### config.mk
export PLATFORM = sky130hd
export DESIGN_NAME = enigma_step_controller
export DESIGN_NICKNAME = d
export VERILOG_FILES = /design/src/rtl/enigma_pkg.sv /design/src/rtl/enigma_pos_counter.sv /design/src/rtl/enigma_step_controller.sv
export SDC_FILE = /design/constraint.sdc
export NUM_CORES = 1
export LEC_CHECK = 0
export CAP_MARGIN = 20
export CORE_MARGIN = 2
export CORE_UTILIZATION = 43
export DETAILED_ROUTE_END_ITERATION = 10
export MAX_ROUTING_LAYER = met4
export PLACE_DENSITY = 0.75
export SYNTH_ARGS = -nofsm -noshare
export SYNTH_HDL_FRONTEND = slang
export SYNTH_SLANG_ARGS = --single-unit
export TNS_END_PERCENT = 50
### constraint.sdc
create_clock -name clock -period 1.53 [get_ports clock]
set_input_delay 0.306 -clock clock [delete_from_list [all_inputs] [get_ports clock]]
set_output_delay 0.306 -clock clock [all_outputs]
set_load 0.01 [all_outputs]
### src/rtl/enigma_pkg.sv
// Shared types, constants and helpers for the Enigma rotor stepping controller.
package enigma_pkg;

  localparam int unsigned ALPHABET = 26;
  localparam int unsigned POS_W    = 5;
  localparam int unsigned CNT_W    = 4;

  typedef logic [POS_W-1:0] pos_t;

  localparam pos_t LAST_POS = pos_t'(ALPHABET - 1);

  localparam pos_t LTR_A = pos_t'(0);
  localparam pos_t LTR_B = pos_t'(1);
  localparam pos_t LTR_C = pos_t'(2);
  localparam pos_t LTR_D = pos_t'(3);
  localparam pos_t LTR_E = pos_t'(4);
  localparam pos_t LTR_F = pos_t'(5);
  localparam pos_t LTR_G = pos_t'(6);
  localparam pos_t LTR_H = pos_t'(7);
  localparam pos_t LTR_I = pos_t'(8);
  localparam pos_t LTR_J = pos_t'(9);
  localparam pos_t LTR_K = pos_t'(10);
  localparam pos_t LTR_L = pos_t'(11);
  localparam pos_t LTR_M = pos_t'(12);
  localparam pos_t LTR_N = pos_t'(13);
  localparam pos_t LTR_O = pos_t'(14);
  localparam pos_t LTR_P = pos_t'(15);
  localparam pos_t LTR_Q = pos_t'(16);
  localparam pos_t LTR_R = pos_t'(17);
  localparam pos_t LTR_S = pos_t'(18);
  localparam pos_t LTR_T = pos_t'(19);
  localparam pos_t LTR_U = pos_t'(20);
  localparam pos_t LTR_V = pos_t'(21);
  localparam pos_t LTR_W = pos_t'(22);
  localparam pos_t LTR_X = pos_t'(23);
  localparam pos_t LTR_Y = pos_t'(24);
  localparam pos_t LTR_Z = pos_t'(25);

  typedef enum logic [1:0] {
    ST_IDLE,
    ST_STEP,
    ST_SETTLE,
    ST_ENCODE
  } state_t;

  // Advance one letter, wrapping Z back to A.
  function automatic pos_t inc26(input pos_t p);
    return (p == LAST_POS) ? LTR_A : p + pos_t'(1);
  endfunction

endpackage

### src/rtl/enigma_pos_counter.sv
// Mod-26 rotor position register with preload, step enable and notch detect.
module enigma_pos_counter
  import enigma_pkg::*;
#(
  parameter pos_t NOTCH = LTR_A
) (
  input  logic clock,
  input  logic reset,
  input  logic load,
  input  pos_t load_val,
  input  logic step,
  output pos_t pos,
  output logic at_notch
);

  // Out-of-range preload values fold to A.
  always_ff @(posedge clock or posedge reset) begin
    if (reset) begin
      pos <= LTR_A;
    end else if (load) begin
      pos <= (load_val > LAST_POS) ? LTR_A : load_val;
    end else if (step) begin
      pos <= inc26(pos);
    end
  end

  assign at_notch = (pos == NOTCH);

endmodule

### src/rtl/enigma_step_controller.sv
// Keypress sequencer: steps three rotors with double-step turnover, then strobes encode.
module enigma_step_controller
  import enigma_pkg::*;
#(
  parameter int unsigned NOTCH_L       = 16,
  parameter int unsigned NOTCH_M       = 4,
  parameter int unsigned NOTCH_R       = 21,
  parameter int unsigned SETTLE_CYCLES = 2
) (
  input  logic clock,
  input  logic reset,
  input  logic key_valid,
  output logic key_ready,
  input  logic load,
  input  pos_t load_pos_l,
  input  pos_t load_pos_m,
  input  pos_t load_pos_r,
  output pos_t pos_l,
  output pos_t pos_m,
  output pos_t pos_r,
  output logic rotate_l,
  output logic rotate_m,
  output logic rotate_r,
  output logic enc_strobe,
  output logic busy
);

  state_t             state, state_nxt;
  logic [CNT_W-1:0]   cnt, cnt_nxt;
  logic               load_en;
  logic               notch_m, notch_r;
  logic               unused_notch_l;

  always_ff @(posedge clock or posedge reset) begin
    if (reset) begin
      state <= ST_IDLE;
      cnt   <= '0;
    end else begin
      state <= state_nxt;
      cnt   <= cnt_nxt;
    end
  end

  // Stepping is decided from the positions held during STEP, i.e. those at STEP entry.
  always_comb begin
    state_nxt  = state;
    cnt_nxt    = cnt;
    load_en    = 1'b0;
    key_ready  = 1'b0;
    rotate_l   = 1'b0;
    rotate_m   = 1'b0;
    rotate_r   = 1'b0;
    enc_strobe = 1'b0;
    busy       = (state != ST_IDLE);
    unique case (state)
      ST_IDLE: begin
        key_ready = !load;
        load_en   = load;
        if (key_valid && !load) begin
          state_nxt = ST_STEP;
        end
      end
      ST_STEP: begin
        rotate_r  = 1'b1;
        rotate_m  = notch_r || notch_m;
        rotate_l  = notch_m;
        cnt_nxt   = CNT_W'(SETTLE_CYCLES - 1);
        state_nxt = ST_SETTLE;
      end
      ST_SETTLE: begin
        if (cnt == '0) begin
          state_nxt = ST_ENCODE;
        end else begin
          cnt_nxt = cnt - CNT_W'(1);
        end
      end
      ST_ENCODE: begin
        enc_strobe = 1'b1;
        state_nxt  = ST_IDLE;
      end
      default: state_nxt = ST_IDLE;
    endcase
  end

  enigma_pos_counter #(.NOTCH(pos_t'(NOTCH_L))) u_rotor_l (
    .clock    (clock),
    .reset    (reset),
    .load     (load_en),
    .load_val (load_pos_l),
    .step     (rotate_l),
    .pos      (pos_l),
    .at_notch (unused_notch_l)
  );

  enigma_pos_counter #(.NOTCH(pos_t'(NOTCH_M))) u_rotor_m (
    .clock    (clock),
    .reset    (reset),
    .load     (load_en),
    .load_val (load_pos_m),
    .step     (rotate_m),
    .pos      (pos_m),
    .at_notch (notch_m)
  );

  enigma_pos_counter #(.NOTCH(pos_t'(NOTCH_R))) u_rotor_r (
    .clock    (clock),
    .reset    (reset),
    .load     (load_en),
    .load_val (load_pos_r),
    .step     (rotate_r),
    .pos      (pos_r),
    .at_notch (notch_r)
  );

endmodule

---- Word level (Yosys, flattened, before mapping) ----
Cells that the tools add are included.
cells by class
  $add $sub $neg .......................... 4
  order comparisons ....................... 3
  equality and inequality tests ........... 11
  muxes and demuxes ....................... 23
  reductions and logical operators ........ 12
operators with widths
  kind                   count
  $mux W5                12
  $eq A5 B5 Y1 const B   4
  $add A5 B1 Y5 const B  3
  $gt A5 B5 Y1 const B   3
  $reduce_bool A2 Y1     5
  $pmux W2 S4            1
  $pmux W4 S2            1
  $mux W1                6
  $ne A2 B2 Y1 const B   3
  $eq A5 B3 Y1 const B   1
  $eq A2 B2 Y1 const B   2
  $logic_not A4 Y1       1
  $mux W2                2
  $mux W4                1
  $reduce_and A2 Y1      2
  $sub A4 B1 Y4 const B  1
  $eq A2 B1 Y1 const B   1
  $logic_not A2 Y1       1
  $logic_and A1 B1 Y1    1
  $logic_not A1 Y1       1
  $logic_or A1 B1 Y1     1
word-level totals
  bits in registers ....................... 21
  input bits .............................. 19
  word-level logic and storage cells ...... 58

---- Depth between registers and ports, before layout ----
Gate-level depths: netlist (run 1).
  word-level depth ........................ 5
  gate-level depth with buffers ........... 7

---- Hierarchy ----
A second synthesis (run 1) with hierarchy kept.
second synthesis, totals
  cells, all modules ...................... 181
  area total of the unflattened synthesis .. 1576.5 um^2
by module, submodules not included
  module                               times used  cells each  area each (um^2)
  enigma_pos_counter at u_rotor_l ...  2           46          382.9
  enigma_step_controller               1           46          441.7
  enigma_pos_counter at u_rotor_r      1           43          369.1

---- Least setup slack after synthesis (run 1) ----
OpenSTA, ideal clock, no wires.
  kind .................................... register to register
  start point ............................. register state[1]
  end point ............................... register u_rotor_l.pos[3]
  library setup time ...................... 82 ps
  data arrival time ....................... 1564 ps
  path slack .............................. -116 ps
  cell stages (with the launch flop) ...... 7
  cells stage by stage .................... dfrtp_1 inv_1 ha_1 and2b_2 nand3_4 or3_1 a31oi_1
between the ends
  cells in the longest elaborated chain, start to end .. 3
ends and longest elaborated chain
  element                                                         RTL line                      RTL
  from (decl)                                                     enigma_step_controller.sv:28  state_t state, state_nxt;
  from (signal assigned)                                          enigma_step_controller.sv:39  state <= state_nxt;
  $eq A2 B1 Y1 or $logic_not A2 Y1 (tied branches)                enigma_step_controller.sv:55  unique case (state)
  $mux W1                                                         enigma_step_controller.sv:55
  $reduce_bool A2 Y1 (no source line) or $mux W5 (tied branches)  -
  to (signal assigned)                                            enigma_pos_counter.sv:21      pos <= (load_val > LAST_POS) ? LTR_A : load_val;
  to (signal assigned)                                            enigma_pos_counter.sv:23      pos <= inc26(pos);
  to (decl)                                                       enigma_pos_counter.sv:12      output pos_t pos,
Several ways; a longest one is shown, not always the timed one.
A chain may end at the register's enable or synchronous reset.

---- Worst setup path in the final report (run 1) ----
  start point ............................. register state[0]
  end point ............................... output port rotate_m
between the ends
  cells in the longest elaborated chain, start to end .. 2
ends and longest elaborated chain
  element       RTL line                      RTL
  $eq A2 B1 Y1  enigma_step_controller.sv:55
  $mux W1       enigma_step_controller.sv:55
  to (decl)     enigma_step_controller.sv:22  output logic rotate_m,
Every way passes these cells.

==> flow_summary.json, run 1 <==
{
  "status": "complete, but fails checks",
  "violations": "setup timing",
  "cp_data_required_time_ps": 1220,
  "initial_core_util_pct": 44.33,
  "grt_max_degree": 22,
  "via_per_inst": 5.492,
  "grtUsageMet1_pct": 26.35,
  "wl_per_cell_um": 14.94,
  "place.gp.congestion": 0.9341,
  "numClockSinks": 21,
  "seqCellArea_um2": 528.0,
  "syn_nets": 192,
  "yosysWarnings": 0,
  "synthTopCellsByCount": "21 x dfrtp_1, 14 x inv_1, 14 x o21ai_0, 12 x ha_1, 12 x nand2_1",
  "nFillCells": 258,
  "r2r_cells": 8,
  "path_max_fanout": 4,
  "ioPinCount": 40,
  "overflow": 0,
  "die_w_um": 62.42,
  "cp.arrival_ps": 1450,
  "syn2layout_area_growth_pct": 66.33,
  "totalWireLength_mm": 4.468,
  "nets": 285,
  "top_usage_layer": "met2",
  "max_slew_margin_pct": 78.72,
  "syn_area_per_cell_um2": 9.116,
  "antenna_found_initial": 0,
  "drc_errors": 0,
  "comb_power_share_pct": 71.0,
  "synth_most_common_cell": "dfrtp_1",
  "yosys_register_bits": 21,
  "p_clk_share_pct": 6.2,
  "p_seq_share_pct": 22.8,
  "async_flop_share_pct": 100.0,
  "hold_viol": 0,
  "p_int_mw": 2.583,
  "multi_input_area_um2": 1003,
  "drv_slew": 0,
  "critPathKind": "flip-flop to output port",
  "fmax_ghz": 0.5698,
  "core_area_um2": 3311,
  "dr.pass1.iters": 4,
  "ys_seq_area_share_pct": 35.81,
  "finalCritPeriodShare_pct": 114.7,
  "finalSetupViolations": 16,
  "dp_hpwl_mm": 3.297,
  "cp-end-kind": "output port",
  "cts_tree": "yes",
  "fin_total_pwr_mw": 4.512,
  "fin_cells": 299,
  "met2_usage_pct": 48.79,
  "hold_class": "primary input to asynchronous set/reset pin",
  "powerDensity_nw_per_um2": 1848,
  "die_h_um": 62.42,
  "synth-edff-count": 0,
  "place_inst": 283,
  "synthTopCellsByArea": "dfrtp_1 36%, ha_1 10%, o21ai_0 4.8%, inv_1 3.6%, a21oi_1 3.4%",
  "synth_top_area_share_pct": 35.81,
  "cts_made_buffers": 3,
  "drtAntennaViolNets": 0,
  "worstSkewPairLatency_ps": 310,
  "max_cap_violations": 0,
  "htree_levels": 1,
  "ir_drop_v": 0.0009627,
  "vias": 1642,
  "rows": 21,
  "skew_ps": 4.540,
  "dp_slack_ps": -300.6,
  "grt_usage_pct": 25.55,
  "met3_usage_pct": 4.505,
  "startpoint_type": "flip-flop",
  "clockBufferDepth": 2,
  "worstMarginPinSlew_ps": 317.1,
  "port_buffers": 39,
  "swShare_pct": 42.74,
  "clkTransAtPathRegs_ps": 130,
  "switchingPower_mw": 1.928,
  "syn_inst": 161,
  "rsz0062_at_grt": "yes",
  "drive_gt1_share_pct": 38.34,
  "dieArea_um2": 3896,
  "synth.largest_area_cell": "dfrtp_1",
  "fin_ws_ps": -225.0,
  "root_buffer": "clkbuf_4",
  "ctsHoldBuffers": 0,
  "diodes": 0,
  "syn_area_um2": 1468,
  "grt_pass1_wl_mm": 7.845,
  "ys.flop_type": "dfrtp_1",
  "dr.first_iter.drc_count": 75,
  "grt_pass1_vias": 1758,
  "post-route-min-period_ps": 1755,
  "synth_cell_type_count": 43,
  "p_leak_nw": 1.078
}
[power groups by stage]
stage	logic [mW]	registers [mW]	clock network, mW
after CTS	3.05	1.02	0.291
final	3.20	1.03	0.281
after global placement	2.71	1.03	0
after global routing	3.50	1.06	0.321
after detailed placement	2.83	1.06	0
after floorplan	1.30	1.19	0
[what timing repair did]
action,in CTS,in global routing
setup endpoints to repair,38,23
pin swaps,12,7
gates resized for setup,70,8
setup buffers,11,1
[cells in the final DEF, fill, tap and decap left out, types with 3 or more instances in the layout]
cell             synthesis  routed
nand2_1                 12       9
inv_2                    0       5
dfrtp_1                 21      19
clkbuf_4                 0       3
nor2b_1                  5       5
a32oi_1                  5       3
nand3_1                  9       8
buf_6                    0       8
dlygate4sd2_1            0      15
o21ai_1                  0       4
buf_4                    2      48
o21ai_0                 14      10
or3_1                    4       4
nor2_1                   5       4
inv_1                   14       9
a21oi_1                 10       9
ha_1                    12       8
nor3_1                   4       3
o211ai_1                 4       4
clkdlybuf4s50_1          0      18
[cells by family after synthesis]
group           count (synthesis)  share of synthesized area [%]
simple gates                   53                          20.80
fa+ha+maj                      12                          10.23
compound gates                 54                          25.57
flops                          21                          35.81
mux                             3                          2.131
xor+xnor                        1                         0.5969
buf+inv                        17                          4.859
[worst max-delay path, stage by stage (launching register included)]
cell     delay (ps)
dfrtp_2         460
ha_4            180
and2b_2         220
nand3_4          90
nand2_2          70
buf_6           120
[stage by stage]
step           hold WS [ps]  util, %  TNS, ps  instance area [um^2]
5_1_grt               338.8    73.73    -3224                  2441
6_report              307.2    73.73    -1869                  2441
4_1_cts               311.4    72.30    -1680                  2394
2_1_floorplan         282.5        -  -0.5141                  1494
3_3_place_gp          502.8    67.16    -2943                  2223
3_5_place_dp          553.1    67.16    -3787                  2223
[layout make-up]
class                      count  area share [%]
clock buffer                   3          0.9226
clock inverter                 1          0.2050
inverter                      14           2.153
multi-input combinational    123           41.11
sequential                    21           21.63
tap                           46           2.358
timing repair buffer          91           31.62
[flip-flops by register name, indices dropped and copies added (netlist names)]
signal and flops:
u_rotor_m.pos 5, u_rotor_l.pos 5, state 2, u_rotor_r.pos 5, cnt 4
[per-layer routing]
layer | wire length (um) | vias up | share of wire, %
met2 | 2479 | 52 | 55
met3 | 186 | 14 | 4.2
met4 | 101 | 0 | 2.3
met5 | 0 | - | 0
li1 | - | 782 | -
met1 | 1700 | 794 | 38
[path summary, 6_finish.rpt]
kind                           from               end  slack (ps)
min                           reset  u_rotor_m.pos[0]         310
max in group asynchronous     reset          state[0]         980
max reg2reg                state[0]  u_rotor_l.pos[0]        -160
max                        state[0]          rotate_m        -220
min reg2reg                  cnt[0]            cnt[0]         590
min in group clock           cnt[0]            cnt[0]         590
(Power assumes the default switching activity.)
==> run 2, diff against run 1 <==
- SKIP_LAST_GASP: default -> 1
==> run 2 against run 1 <==
Net effect:
- the run still ends with setup timing left
- final cell count is 0.67% higher
- clock-buffer cell count unchanged
- sequential power about the same
- highest routed layer unchanged
- fmax increased by 0.28%
- first-iteration DRC count down 8.0%
- die area unchanged
- critical endpoint unchanged
- register-to-register slack about the same
- critical path depth unchanged
- sequential share of layout area fell by 0.059 points
==> flow_summary.json, run 2 (synthesized netlist as in run 1, its figures left out) <==
{
  "status": "complete, but fails checks",
  "violations": "setup timing",
  "fin_cells": 301,
  "cpPeakStageDelay_ps": 460,
  "grt_max_degree": 22,
  "powerDensity_nw_per_um2": 1872,
  "critPathKind": "flip-flop to output port",
  "root_buffer": "clkbuf_4",
  "grt_pass1_vias": 1757,
  "finalSetupTns_ps": -2202,
  "dieArea_um2": 3896,
  "core_area_um2": 3311,
  "die_w_um": 62.42,
  "drtAntennaViolNets": 0,
  "hold_viol": 0,
  "drive_gt1_share_pct": 38.04,
  "initial_core_util_pct": 44.33,
  "dr.pass1.iters": 4,
  "clkTransAtPathRegs_ps": 120,
  "most-common-layout-cells": "51 x buf_4, 22 x clkdlybuf4s50_1, 18 x dfrtp_1",
  "cts_made_buffers": 3,
  "fin_ws_ps": -220.1,
  "final_common_cell": "buf_4",
  "max_cap_violations": 0,
  "r2r_slack_ps": -160,
  "rsz0062_at_grt": "yes",
  "worstSkewPairLatency_ps": 310,
  "path_cells": "ha_4 > and2b_2 > nand3_4 > nand2_2 > buf_6",
  "cp.arrival_ps": 1440,
  "startpoint_type": "flip-flop",
  "cp-end-kind": "output port",
  "overflow": 0,
  "hold_class": "primary input to asynchronous set/reset pin",
  "grt_pass1_wl_mm": 7.838,
  "dp_slack_ps": -300.6,
  "ioPinCount": 40,
  "cts_tree": "yes",
  "final_area_um2": 2454,
  "via_per_inst": 5.488,
  "dr.first_iter.drc_count": 69,
  "diodes": 0,
  "p_leak_nw": 1.105,
  "grt_usage_pct": 25.51,
  "totalWireLength_mm": 4.453,
  "placed_area_um2": 2223,
  "ir_drop_v": 0.0009960,
  "drc_errors": 0,
  "syn2layout_area_growth_pct": 67.18,
  "rows": 21,
  "max_slew_margin_pct": 79.08,
  "r2r-end": "u_rotor_l.pos[0]",
  "crit_slowest_cell": "dfrtp_2",
  "fin_total_pwr_mw": 4.593,
  "port_buffers": 39,
  "r2r_cells": 8,
  "numClockSinks": 21,
  "path_max_fanout": 4,
  "wl_per_cell_um": 14.79,
  "worstMarginPinSlew_ps": 311.7,
  "antenna_found_initial": 0,
  "place_inst": 283,
  "skew_ps": 4.278,
  "nets": 287,
  "drv_slew": 0,
  "timing.rr.start": "state[0]",
  "post-route-min-period_ps": 1750,
  "fmax_ghz": 0.5714,
  "finalSetupViolations": 20,
  "clockBufferDepth": 2,
  "place.gp.congestion": 0.9341,
  "htree_levels": 1,
  "dp_hpwl_mm": 3.297,
  "reg_top3": "u_rotor_l.pos: 5 flops, u_rotor_m.pos: 5 flops, u_rotor_r.pos: 5 flops",
  "die_h_um": 62.42,
  "nFillCells": 260,
  "vias": 1652,
  "finalCritPeriodShare_pct": 114.4,
  "cp_data_required_time_ps": 1220
}
[run 2: cell count changes in the layout (fill, tap and decap cells not counted), sizes merged]
cell / change
buf: +2
clkdlybuf4s50: +4
dlygate4sd2: -7
dlymetal6s2s: +3
[run 2: how the worst max path moves through the flow]
stage / start / to / slack, ps / cells past startpoint
global placement: state[1] / rotate_m / -260 / 6
global route: state[0] / rotate_m / -280 / 5
CTS: state[1] / rotate_m / -210 / 6
detailed placement: u_rotor_m.pos[0] / rotate_l / -300 / 6
finish: state[0] / rotate_m / -220 / 5
floorplan: state[0] / state[1] / -0.5 / 5
[run 2: layout make-up]
cell class | count | area (um^2) | share of cell area (%)
inverter | 14 | 52.55 | 2.142
clock buffer | 3 | 22.52 | 0.9179
multi-input combinational | 123 | 987.2 | 40.23
sequential | 21 | 529.3 | 21.57
tap | 46 | 57.56 | 2.346
timing repair buffer | 93 | 799.5 | 32.59
clock inverter | 1 | 5.005 | 0.2040
[run 2: metrics by stage]
step / utilization (%) / hold WS (ps)
CTS: 72.30 / 311.4
floorplan: - / 282.5
global placement: 67.16 / 502.8
global route: 74.11 / 338.8
detailed placement: 67.16 / 553.1
finish: 74.11 / 307.7
[run 2: layer usage]
| metal | wire (um) | vias up | global-route usage (%) |
|---|---|---|---|
| met5 | 0 | - | - |
| met4 | 94 | 0 | 8.056 |
| met3 | 162 | 12 | 4.505 |
| met2 | 2469 | 53 | 48.66 |
| met1 | 1726 | 797 | 26.35 |
| li1 | - | 790 | - |
[run 2: power breakdown]
| part | switching (mW) | internal (mW) |
|---|---|---|
| Sequential | 0.199 | 0.825 |
| Combinational | 1.54 | 1.75 |
| Clock | 0.183 | 0.0977 |
[run 2: worst max-delay path: cells and delay by family, from the launching register on]
family,cells,cell delay [ps]
DFF,1,460
buffers and inverters,1,120
adders and majority gates,1,180
and+or+nand+nor,3,380
[run 2: repair_timing]
action / CTS / global route
hold buffers: 0 / 0
setup buffers: 11 / 3
pin swaps: 10 / 6
gates resized for setup: 59 / 11
hold endpoints to repair: 0 / 0
setup endpoints to repair: 38 / 31
